`src/rtl/ps2_pkg.sv`:
```
// Shared PS/2 definitions for the keyboard subsystem: transmitter FSM states,
// common command/response codes and small elaboration-time helpers.
package ps2_pkg;

  typedef enum logic [2:0] {
    IDLE,
    RTS,
    START,
    DATA,
    ACK,
    WAIT
  } ps2_tx_state_t;

  localparam logic [7:0] PS2_CMD_SET_LEDS = 8'hED;
  localparam logic [7:0] PS2_CMD_RESET    = 8'hFF;
  localparam logic [7:0] PS2_RESP_ACK     = 8'hFA;

  // Data bits plus parity; the stop bit is a released line, not a stored bit.
  localparam int unsigned PS2_FRAME_BITS = 9;

  // PS/2 uses odd parity: the parity bit makes the total count of ones odd.
  function automatic logic ps2_odd_parity(input logic [7:0] b);
    return ~^b;
  endfunction

  // Microseconds to clock cycles, evaluated in 64 bits so large products do not wrap.
  function automatic longint unsigned ps2_us_to_cycles(input longint unsigned clk_hz,
                                                        input longint unsigned us);
    return (us * clk_hz) / 64'd1_000_000;
  endfunction

endpackage

```
`src/rtl/ps2_line_filter.sv`:
```
// PS/2 line conditioner: 2-FF synchroniser, 8-sample glitch filter and a
// one-cycle falling-edge strobe on the filtered level. Used on the PS/2 clock
// pad by the transmitter and reusable by the receive path.
module ps2_line_filter #(
  parameter int unsigned FILTER_LEN = 8
) (
  input  logic clk,
  input  logic rst,
  input  logic pad,
  output logic level,
  output logic fall_edge
);

  logic [1:0]            sync_q;
  logic [FILTER_LEN-1:0] hist_q;
  logic                  level_q;
  logic                  fall_q;
  logic                  all_hi;
  logic                  all_lo;

  // Filter window agreement: the level may only move once every sample matches.
  always_comb begin
    all_hi = &hist_q;
    all_lo = ~|hist_q;
  end

  // Synchronise the asynchronous pad; idle bus level is high (released).
  always_ff @(posedge clk) begin
    if (rst) begin
      sync_q <= 2'b11;
    end else begin
      sync_q <= {sync_q[0], pad};
    end
  end

  // Sample history of the synchronised pad, newest sample in bit 0.
  always_ff @(posedge clk) begin
    if (rst) begin
      hist_q <= '1;
    end else begin
      hist_q <= {hist_q[FILTER_LEN-2:0], sync_q[1]};
    end
  end

  // Filtered level and its 1 -> 0 strobe, both registered.
  always_ff @(posedge clk) begin
    if (rst) begin
      level_q <= 1'b1;
      fall_q  <= 1'b0;
    end else begin
      fall_q <= 1'b0;
      if (all_hi) begin
        level_q <= 1'b1;
      end else if (all_lo) begin
        fall_q  <= level_q;
        level_q <= 1'b0;
      end
    end
  end

  assign level     = level_q;
  assign fall_edge = fall_q;

endmodule

```
`src/rtl/ps2_tx.sv`:
```
// Host-to-device PS/2 transmitter. Sends one command byte to the keyboard by
// inhibiting the clock, issuing a start bit and shifting data/parity on each
// device clock falling edge, then waiting for the bus to return to idle.
// Optional build macro PS2_TX_ACK_CHECK_EN: a missing device ack bit turns the
// final tx_done_tick into a tx_error pulse.
module ps2_tx
  import ps2_pkg::*;
#(
  parameter int unsigned CLK_FREQ_HZ = 65_000_000,
  parameter int unsigned INHIBIT_US  = 100,
  parameter int unsigned TIMEOUT_US  = 2000
) (
  input  logic       clk,
  input  logic       rst,
  input  logic       wr_ps2,
  input  logic [7:0] din,
  input  logic       ps2c_in,
  input  logic       ps2d_in,
  output logic       ps2c_oe,
  output logic       ps2d_oe,
  output logic       tx_idle,
  output logic       tx_done_tick,
  output logic       tx_error
);

  localparam longint unsigned INHIBIT_CNT =
      ps2_us_to_cycles(64'(CLK_FREQ_HZ), 64'(INHIBIT_US));
  localparam longint unsigned TIMEOUT_CNT =
      ps2_us_to_cycles(64'(CLK_FREQ_HZ), 64'(TIMEOUT_US));
  localparam longint unsigned MAX_CNT =
      (INHIBIT_CNT > TIMEOUT_CNT) ? INHIBIT_CNT : TIMEOUT_CNT;
  localparam int unsigned TIMER_W = (MAX_CNT == 64'd0) ? 1 : $clog2(MAX_CNT + 64'd1);

  localparam logic [TIMER_W-1:0] INHIBIT_LOAD = TIMER_W'(INHIBIT_CNT);
  localparam logic [TIMER_W-1:0] TIMEOUT_LOAD = TIMER_W'(TIMEOUT_CNT);
  localparam logic [TIMER_W-1:0] TIMER_ONE    = TIMER_W'(1);

  ps2_tx_state_t                 state_q;
  logic [PS2_FRAME_BITS-1:0]     frame_q;
  logic [3:0]                    n_q;
  logic [TIMER_W-1:0]            timer_q;
  logic [1:0]                    d_sync_q;
  logic                          c_level;
  logic                          c_fall;
  logic                          timer_expired;
`ifdef PS2_TX_ACK_CHECK_EN
  logic                          ack_q;
`endif

  ps2_line_filter #(
    .FILTER_LEN (8)
  ) u_clk_filter (
    .clk       (clk),
    .rst       (rst),
    .pad       (ps2c_in),
    .level     (c_level),
    .fall_edge (c_fall)
  );

  // The data line only needs synchronising: it is sampled well inside a clock phase.
  always_ff @(posedge clk) begin
    if (rst) begin
      d_sync_q <= 2'b11;
    end else begin
      d_sync_q <= {d_sync_q[0], ps2d_in};
    end
  end

  // Expiry is flagged while the last count is still loaded, so a load of N
  // spans exactly N cycles before the state acts on it.
  always_comb begin
    timer_expired = (timer_q <= TIMER_ONE);
  end

  // Transmit FSM with registered line enables and status outputs.
  always_ff @(posedge clk) begin
    if (rst) begin
      state_q      <= IDLE;
      frame_q      <= '0;
      n_q          <= 4'd0;
      timer_q      <= '0;
      ps2c_oe      <= 1'b0;
      ps2d_oe      <= 1'b0;
      tx_idle      <= 1'b1;
      tx_done_tick <= 1'b0;
      tx_error     <= 1'b0;
`ifdef PS2_TX_ACK_CHECK_EN
      ack_q        <= 1'b0;
`endif
    end else begin
      tx_done_tick <= 1'b0;
      tx_error     <= 1'b0;
      unique case (state_q)
        IDLE: begin
          // A strobe coinciding with the done pulse belongs to the finished frame.
          if (wr_ps2 && !tx_done_tick) begin
            frame_q <= {ps2_odd_parity(din), din};
            timer_q <= INHIBIT_LOAD;
            ps2c_oe <= 1'b1;
            ps2d_oe <= 1'b0;
            tx_idle <= 1'b0;
            state_q <= RTS;
          end
        end

        RTS: begin
          if (timer_expired) begin
            ps2c_oe <= 1'b0;
            ps2d_oe <= 1'b1;
            timer_q <= TIMEOUT_LOAD;
            state_q <= START;
          end else begin
            timer_q <= timer_q - TIMER_ONE;
          end
        end

        START: begin
          if (c_fall) begin
            ps2d_oe <= ~frame_q[0];
            n_q     <= 4'd1;
            timer_q <= TIMEOUT_LOAD;
            state_q <= DATA;
          end else if (timer_expired) begin
            ps2c_oe  <= 1'b0;
            ps2d_oe  <= 1'b0;
            tx_error <= 1'b1;
            tx_idle  <= 1'b1;
            state_q  <= IDLE;
          end else begin
            timer_q <= timer_q - TIMER_ONE;
          end
        end

        DATA: begin
          if (c_fall) begin
            timer_q <= TIMEOUT_LOAD;
            if (n_q == 4'd9) begin
              // Stop bit: release the line and let the pull-up supply the 1.
              ps2d_oe <= 1'b0;
              state_q <= ACK;
            end else begin
              ps2d_oe <= ~frame_q[n_q];
              n_q     <= n_q + 4'd1;
            end
          end else if (timer_expired) begin
            ps2c_oe  <= 1'b0;
            ps2d_oe  <= 1'b0;
            tx_error <= 1'b1;
            tx_idle  <= 1'b1;
            state_q  <= IDLE;
          end else begin
            timer_q <= timer_q - TIMER_ONE;
          end
        end

        ACK: begin
          if (c_fall) begin
`ifdef PS2_TX_ACK_CHECK_EN
            ack_q   <= d_sync_q[1];
`endif
            timer_q <= TIMEOUT_LOAD;
            state_q <= WAIT;
          end else if (timer_expired) begin
            ps2c_oe  <= 1'b0;
            ps2d_oe  <= 1'b0;
            tx_error <= 1'b1;
            tx_idle  <= 1'b1;
            state_q  <= IDLE;
          end else begin
            timer_q <= timer_q - TIMER_ONE;
          end
        end

        WAIT: begin
          if (c_level && d_sync_q[1]) begin
`ifdef PS2_TX_ACK_CHECK_EN
            if (ack_q) begin
              tx_error <= 1'b1;
            end else begin
              tx_done_tick <= 1'b1;
            end
`else
            tx_done_tick <= 1'b1;
`endif
            tx_idle <= 1'b1;
            state_q <= IDLE;
          end else if (timer_expired) begin
            ps2c_oe  <= 1'b0;
            ps2d_oe  <= 1'b0;
            tx_error <= 1'b1;
            tx_idle  <= 1'b1;
            state_q  <= IDLE;
          end else begin
            timer_q <= timer_q - TIMER_ONE;
          end
        end

        default: begin
          ps2c_oe <= 1'b0;
          ps2d_oe <= 1'b0;
          tx_idle <= 1'b1;
          state_q <= IDLE;
        end
      endcase
    end
  end

endmodule

```
`config.mk`:
```
export PLATFORM = sky130hd
export DESIGN_NAME = ps2_tx
export DESIGN_NICKNAME = d
export VERILOG_FILES = /design/src/rtl/ps2_pkg.sv /design/src/rtl/ps2_line_filter.sv /design/src/rtl/ps2_tx.sv
export SDC_FILE = /design/constraint.sdc
export NUM_CORES = 1
export LEC_CHECK = 0
export BUFFER_PORTS_ARGS = -buffer_cell sky130_fd_sc_hd__buf_4
export CORE_UTILIZATION = 48
export CTS_CLUSTER_DIAMETER = 80
export DETAILED_ROUTE_END_ITERATION = 16
export PLACE_DENSITY = 0.65
export SLEW_MARGIN = 20
export SYNTH_ARGS = -nofsm -noshare
export SYNTH_HDL_FRONTEND = slang
export SYNTH_SLANG_ARGS = --single-unit
export TNS_END_PERCENT = 20
```
`constraint.sdc`:
```
create_clock -name clk -period 5.6 [get_ports clk]
set_clock_uncertainty 0.05 [all_clocks]
set_input_delay 0.28 -clock clk [delete_from_list [all_inputs] [get_ports clk]]
set_output_delay 0.28 -clock clk [all_outputs]
set_load 0.03 [all_outputs]
```
# Yosys cells after proc, flatten, opt, wreduce, memory -nomap -nowiden
# Index checks and enable logic that the tools add are counted.
# Widths: inputs -> output; s select.
word_totals:
  ff_bits: 52
  inputBits: 13
  out_inout_bits: 5
  word_cells: 101
op_classes:
  add_sub_neg: 2
  order_cmp: 2
  n_eq_ne: 15
  muxes: 44
  n_bitwise: 4
  n_reduce_logical: 20
op_table:
  columns: ["op", "n"]
  rows:
  - ["$mux 17", 5]
  - ["$pmux 17 s4", 1]
  - ["$mux 3", 8]
  - ["$mux 1", 20]
  - ["$pmux 3 s6", 1]
  - ["$le 17x1->1 const B", 1]
  - ["$sub 17x1->17 const B", 1]
  - ["$mux 4", 3]
  - ["$ne 2x2->1 const B", 6]
  - ["$reduce_and 3->1", 4]
  - ["$reduce_or 10->1", 1]
  - ["$pmux 1 s4", 2]
  - ["$pmux 4 s2", 1]
  - ["$reduce_and 4->1", 2]
  - ["$reduce_and 8->1", 1]
  - ["$reduce_or 8->1", 1]
  - ["$reduce_xnor 8->1", 1]
  - ["$eq 3x2->1 const B", 2]
  - ["$eq 3x3->1 const B", 2]
  - ["$pmux 1 s6", 1]
  - ["$lt 4x5->1 const B", 1]
  - ["$add 4x1->4 const B", 1]
  - ["$bmux 1 s4", 1]
  - ["$eq 4x4->1 const B", 1]
  - ["other kinds (13)", 19]

# Logic depth before layout (Yosys ltp)
# Gate-level depths: netlist of run 1.
logic_depth:
  word_depth: 6
  depth_mapped: 11
  ltp_nobuf: 11

# By module
# Synthesis of run 1 repeated with hierarchy kept, for this count alone.
hier_totals:
  hier_cells: 347
  hier_area_um2: 2915.3
by_module_without_submodules:
  columns: ["module", "n_inst", "cells_each", "area_each_um2", "seq_area_each_um2"]
  rows:
  - ["ps2_tx", 1, 316, 2547.4, 800.8]
  - ["ps2_line_filter", 1, 31, 367.9, 240.2]

# Worst setup path after synthesis of run 1
# Ideal clock, no wire load.
synth_timing:
  kind: "reg2reg"
  start: "register timer_q[10]"
  end: "register timer_q[0]"
  setup_ns: 0.129
  arrival_time_ns: 2.524
  t_required_ns: 5.421
  slack_ns: 2.897
  path_stages_with_launch: 12
  n_path_buf: 1
  synth_period_minus_slack_ns: 2.703
  path_cell_list: "dfxtp_1 > or4_1 > buf_2 > or4_4 > nor2_4 > inv_2 > ha_1 > inv_1 > a31oi_1 > o32ai_1 > a32oi_1 > nor2_1"
synth_between:
  elab_chain_cells: 4
  word_cells_on_any_way: 6
  classes_between: "1 x order compare; 5 x mux"
synth_rtl:
  columns: ["item", "line_no", "source"]
  rows:
  - ["start, declared", "ps2_tx.sv:41", "logic [TIMER_W-1:0] timer_q;"]
  - ["start signal, assigned", "ps2_tx.sv:113", "timer_q <= timer_q - TIMER_ONE;"]
  - ["start signal, assigned", "ps2_tx.sv:130", "timer_q <= timer_q - TIMER_ONE;"]
  - ["start signal, assigned", "ps2_tx.sv:152", "timer_q <= timer_q - TIMER_ONE;"]
  - ["$le 17x1->1 (*)", "ps2_tx.sv:72", "timer_expired = (timer_q <= TIMER_ONE);"]
  - ["$mux 17", null, null]
  - ["$mux 17 (on tied branches)", null, null]
  - ["$pmux 17 s4 (*)", "ps2_tx.sv:93", "unique case (state_q)"]
# Mark *: on every way between the ends. The rest lies on a longest branch, timed or not. The select of a mux whose other input is x is not followed.
# A chain may end at the register's enable or synchronous reset.

# Final worst setup path of run 1
# Same ends and word-level chain as after synthesis.

==> run_results.csv, run 1 <==
group,metric,value,unit
die,start_util,49.5,%
clock_tree,cts_hold_buf,0,
clock_tree,cts_buffers,5,
cells_and_area,final_common_cell,"dfxtp_1",
routing,ant_nets,0,
critical_path,rr_worst_depth,10,
timing,finalHoldViolations,0,
critical_path,cp_max_fo,13,
synthesis,ys_warn_count,0,
pwr,ir_drop,142,µV
timing,final_max_slew_viol_count,0,
timing,rsz0062_at_grt,"no",
synthesis,ys_seq_area_share,35.7,%
cells_and_area,area_growth,10.0,%
die,io_pins,18,
die,die_w,79.9,µm
timing,fin_crit_sh,59.5,%
die,die_y,79.9,µm
critical_path,cp.arrival,3.47,ns
clock_tree,cts_tree,"done",
grt,first_global_vias,2406,
routing,drc_errors,0,
grt,grt_first_pass_wirelength,11800,µm
hold_path,hold-path-cell-count,2,
cells_and_area,insertedDiodeCount,0,
synthesis,ys_seq_elements,52,
timing,tns,0,ns
hold_path,min_from,"ps2c_in",
hold_path,holdPathEnd,"u_clk_filter.sync_q[0]",
synthesis,postSynthCellCount,346,
critical_path,slowest_stage,"or4_4",
critical_path,crit_type,"reg2reg",
cells_and_area,post-route-util,54.5,%
clock_tree,htree_num_levels,2,
routing,drt_iter0_drc,214,
synthesis,synth_flop_cell,"dfxtp_1",
synthesis,ys_types,63,
critical_path,cpPeakStageDelay,0.66,ns
critical_path,r2r_slack,2.27,ns
clock_tree,clockBufferDepth,2,
timing,setup_viol,0,
timing,fmax,0.300,GHz
critical_path,cp_cell_sequence,"or4_1 > or4_4 > nor2_4 > inv_2 > ha_1 > inv_1 > a31oi_1 > o32ai_1 > a32oi_1 > nor2_1",
clock_tree,cts-root-buf,"clkbuf_8",
clock_tree,path_clk_slew,0.10,ns
die,rows,28,
synthesis,synth-edff-count,0,
clock_tree,post_cts_buffers,0,
critical_path,crit_start,"timer_q[10]",
cells_and_area,drive_above_1_share,14.3,%
status,status,"completed",
clock_tree,cts_num_sinks,52,
synthesis,avgSynthCellArea,8.43,µm²
critical_path,critPathLaunchType,"flop",
cells_and_area,final_cells,425,
pwr,leakage,1.15,nW
grt,grt_usage,23.9,%
place,dp_cells,417,
place,gp_congestion,0.865,
critical_path,critPathCaptureType,"flop",
place,dp_hpwl,4960,µm
synthesis,synthArstFlopShare,0,%
clock_tree,ctsResizeCount,0,
routing,routed_via_density,6.30,
critical_path,r2r_end,"timer_q[0]",
timing,tightest_slew,0.784,ns
cells_and_area,final_cell_mix,"dfxtp_1, nor2_1, nand2_1, o21ai_0",
die,coreArea,0.00589,mm²
critical_path,r2r_start,"timer_q[10]",
pwr,p_per_area,313,mW/mm²
routing,drt-total-wl,7210,µm
grt,grt-ovfl-total,0,
timing,timing.slew.headroom,47.7,%
routing,wl_per_cell,17.0,µm
clock_tree,worstSkewPairLatency,0.31,ns
timing,fin_crit,3.33,ns
routing,via_count,2676,
synthesis,syn_nets,364,
flow_run,maxCapViolations,0,
synthesis,syn_area,0.00292,mm²
grt,grt_max_degree,48,
cells_and_area,nNetsFinal,367,
critical_path,worstPathRequired,5.74,ns
routing,first_pass_iters,4,
hold_path,hp-class,"in2reg",
die,die-area,0.00639,mm²
place,io_buffers,17,
grt,antenna_found_initial,0,
[per-layer routing]
metal	share of wire, %	vias up	global-route usage [%]
li1	-	1299	-
met1	45	1276	31.1
met2	49	88	40.0
met3	4.5	13	3.77
met4	1.4	0	8.04
met5	0	-	0
[cell usage after synthesis, types with 7 or more instances]
cell type / instances / area (µm²)
a211oi_1: 8 / 60.1
a21oi_1: 17 / 85.1
a31oi_1: 9 / 56.3
clkbuf_1: 18 / 67.6
dfxtp_1: 52 / 1040
inv_1: 9 / 33.8
mux2i_1: 11 / 110
nand2_1: 18 / 67.6
nand3_1: 7 / 35.0
nor2_1: 33 / 124
nor2b_1: 9 / 56.3
nor3_1: 15 / 75.1
o21ai_0: 18 / 90.1
or2_2: 14 / 87.6
xnor2_1: 10 / 87.6
[how the worst max path moves through the flow]
| stage | end | slack, ns | cells past startpoint |
|---|---|---|---|
| 4_1_cts | timer_q[0] | 2.32 | 10 |
| 5_1_grt | timer_q[0] | 2.15 | 10 |
| 3_5_place_dp | timer_q[0] | 2.35 | 10 |
| 3_3_place_gp | timer_q[0] | 2.43 | 10 |
| 2_1_floorplan | timer_q[0] | 2.90 | 11 |
| 6_report | timer_q[0] | 2.27 | 10 |
[sequential cells by signal, summed over array words and instances, names as in the netlist, 2 cells and up]
register,cells
d_sync_q,2
frame_q,9
n_q,4
state_q,3
timer_q,17
u_clk_filter.hist_q,8
u_clk_filter.sync_q,2
[cells by family (layout without fill, tap and decap cells)]
kind of cell,Yosys count,in the layout,synth area share [%]
xor+xnor,11,11,3.30
compound gates,106,106,26.4
buf+inv,31,35,4.33
simple gates,129,129,23.6
fa+ha+maj,5,5,2.15
flops,52,52,35.7
mux,12,12,4.55
[power by group]
| part | switching [mW] | leakage [nW] | total (mW) | internal (mW) |
|---|---|---|---|---|
| clock | 0.128 | 0.0784 | 0.351 | 0.223 |
| combinational | 0.138 | 0.648 | 0.228 | 0.0906 |
| sequential | 0.0289 | 0.426 | 0.423 | 0.395 |
[cell type report]
class / instances / area, µm²
inverter: 10 / 37.5
clock inverter: 3 / 90.1
fill: 553 / 2680
multi-input combinational: 263 / 1750
clock buffer: 5 / 68.8
timing repair buffer: 17 / 128
tap: 75 / 93.8
sequential: 52 / 1040
[metrics by stage]
step,hold WS [ns],setup slack (ns),instance area (µm²),total power [mW]
4_1_cts,0.0959,2.32,3210,1.00
3_5_place_dp,0.345,2.35,3050,0.654
3_3_place_gp,0.344,2.43,3050,0.652
5_1_grt,0.0992,2.15,3210,1.05
6_report,0.104,2.27,3210,1.00
2_1_floorplan,0.334,2.90,2920,0.604
[worst max-delay path, delay by kind of cell, from the launching register on]
kind	cells	cell delay (ns)
AO/OA/AOI/OAI	3	0.51
adder cells (fa/ha/maj)	1	0.34
buffers and inverters	2	0.23
flip-flops	1	0.36
AND/OR/NAND/NOR	4	1.72
Note: power is estimated with default switching activity, not from simulation.
==> inputs of run 2 (changes only) <==
Settings changed: PLACE_DENSITY 0.65 to 0.68.
Clock period 5.6 ns to 3 ns, I/O delays scaled along.
==> run 2 against run 1 <==
Against the previous run:
- sequential power grew 87%
- first-iteration DRC count grew 54%
- clock-buffer cell count is the same
- via count grew 1.0%
- global-route usage grew 2.2 points
- clock power grew 19%
- setup slack lost 2.2 ns
- non-clock buffer count grew 14
- combinational power grew 100%
- critical path depth is the same
==> run_results.csv, run 2 (synthesized netlist as in run 1, its figures left out) <==
group,metric,value,unit
die,rows,28,
routing,wl_per_cell,17.3,µm
clock_tree,ctsResizeCount,0,
timing,tightest_slew,0.860,ns
routing,ant_nets,0,
critical_path,cp.arrival,3.02,ns
clock_tree,cts_buffers,5,
routing,drt-total-wl,7610,µm
timing,rsz0062_at_grt,"no",
grt,grt_usage,26.1,%
grt,grt_first_pass_wirelength,12800,µm
die,die_y,79.9,µm
timing,fin_crit_sh,96.1,%
critical_path,slowest_stage,"or4_1",
grt,grt_max_degree,48,
clock_tree,clockBufferDepth,2,
clock_tree,htree_num_levels,2,
grt,first_global_vias,2540,
die,io_pins,18,
status,status,"completed",
clock_tree,cts_num_sinks,52,
timing,whs,0.0225,ns
flow_run,maxCapViolations,0,
cells_and_area,drive_above_1_share,17.0,%
clock_tree,post_cts_buffers,0,
routing,drc_errors,0,
critical_path,cp_cell_sequence,"or4_1 > or4_4 > nor2_4 > inv_2 > ha_1 > inv_1 > a31oi_1 > o32ai_1 > a32oi_1 > nor2_1",
cells_and_area,final_cell_mix,"dfxtp_1, nor2_1, buf_4, nand2_1, o21ai_0",
timing,fin_crit,2.88,ns
cells_and_area,layout.cell_area.non_filler,0.00325,mm²
timing,timing.slew.headroom,42.3,%
place,io_buffers,17,
timing,finalHoldViolations,0,
pwr,p_per_area,514,mW/mm²
grt,grt-ovfl-total,0,
cells_and_area,nFillCells,557,
cells_and_area,largest_reg_flops,17,
cells_and_area,area_growth,11.5,%
timing,fmax,0.347,GHz
place,dp_cells,429,
die,coreArea,0.00589,mm²
cells_and_area,final_cells,439,
place,dp_hpwl,5420,µm
critical_path,critPathCaptureType,"flop",
place,place_area,0.00314,mm²
die,die-area,0.00639,mm²
grt,antenna_found_initial,0,
critical_path,cp_max_fo,10,
routing,first_pass_iters,5,
place,gp_congestion,0.870,
clock_tree,worstSkewPairLatency,0.32,ns
critical_path,path_buf_inv,2,
critical_path,cpPeakStageDelay,0.57,ns
critical_path,crit_type,"reg2reg",
routing,routed_via_density,6.16,
cells_and_area,final_common_cell,"dfxtp_1",
routing,via_count,2704,
die,start_util,49.5,%
clock_tree,cts_tree,"done",
routing,drt_iter0_drc,330,
pwr,ir_drop,301,µV
critical_path,worstPathRequired,3.14,ns
cells_and_area,nNetsFinal,381,
hold_path,hp-class,"in2reg",
die,die_w,79.9,µm
timing,final_max_slew_viol_count,0,
cells_and_area,insertedDiodeCount,0,
clock_tree,cts-root-buf,"clkbuf_8",
clock_tree,path_clk_slew,0.10,ns
cells_and_area,largestRegisters,"timer_q (17), frame_q (9), u_clk_filter.hist_q (8)",
cells_and_area,top_register,"timer_q",
timing,setup_viol,0,
critical_path,cp_top_family,"simple AND/OR/NAND/NOR gates",
pwr,leakage,1.19,nW
critical_path,critPathLaunchType,"flop",
timing,tns,0,ns
==> run 2: changes by cell type in the layout (fill, tap and decap cells not counted), sizes merged <==
cell         delta
clkinv          +2
dlygate4sd3     +2
bufinv          -3
buf            +12
inv             +1
==> run 2: worst paths after layout <==
kind                                  start     endpoint  slack, ns  cells past startpoint
worst max register to register  timer_q[10]   timer_q[0]       0.12                     10
worst max-delay path            timer_q[10]   timer_q[0]       0.12                     10
worst min-delay path                 din[1]   frame_q[1]       0.02                      3
worst min register to register  d_sync_q[0]  d_sync_q[1]       0.37                      1
==> run 2: final cells by class <==
class / count / area, µm² / area share (%)
clock buffer: 5 / 68.8 / 2.12
clock inverter: 3 / 22.5 / 0.693
inverter: 10 / 37.5 / 1.16
multi-input combinational: 263 / 1750 / 53.8
sequential: 52 / 1040 / 32.0
tap: 75 / 93.8 / 2.89
timing repair buffer: 31 / 238 / 7.32
==> run 2: power by group <==
part / internal (mW) / switching (mW)
clock: 0.168 / 0.251
combinational: 0.192 / 0.267
sequential: 0.737 / 0.0554
total: 1.10 / 0.573
==> run 2: worst reg2reg max path: cells and delay by family, from the launching register on <==
family                     cells  cell delay (ns)
and+or+nand+nor                4             1.33
AOI/OAI and AO/OA              3             0.53
DFF                            1             0.36
adders and majority gates      1             0.32
buffers and inverters          2             0.16
==> run 2: routing by layer <==
metal	part of all wire, %	wire, µm	global-route usage (%)	vias up
li1	-	-	-	1325
met1	48	3630	36.3	1269
met2	46	3490	40.9	101
met3	4.9	374	4.11	9
met4	1.5	114	8.57	0
met5	0	0	0	-
==> run 2: repair_timing <==
item	4_1_cts	5_1_grt
hold endpoints to repair	2	0
setup endpoints to repair	0	0
hold buffers	2	0
==> run 2: per-stage QoR <==
step	util, %	setup WS, ns	power (mW)
after floorplan	-	0.297	1.13
after global placement	53.3	0.281	1.25
after detailed placement	53.3	0.191	1.25
after CTS	55.2	0.127	1.67
after global routing	55.2	0.0118	1.76
final	55.2	0.118	1.67
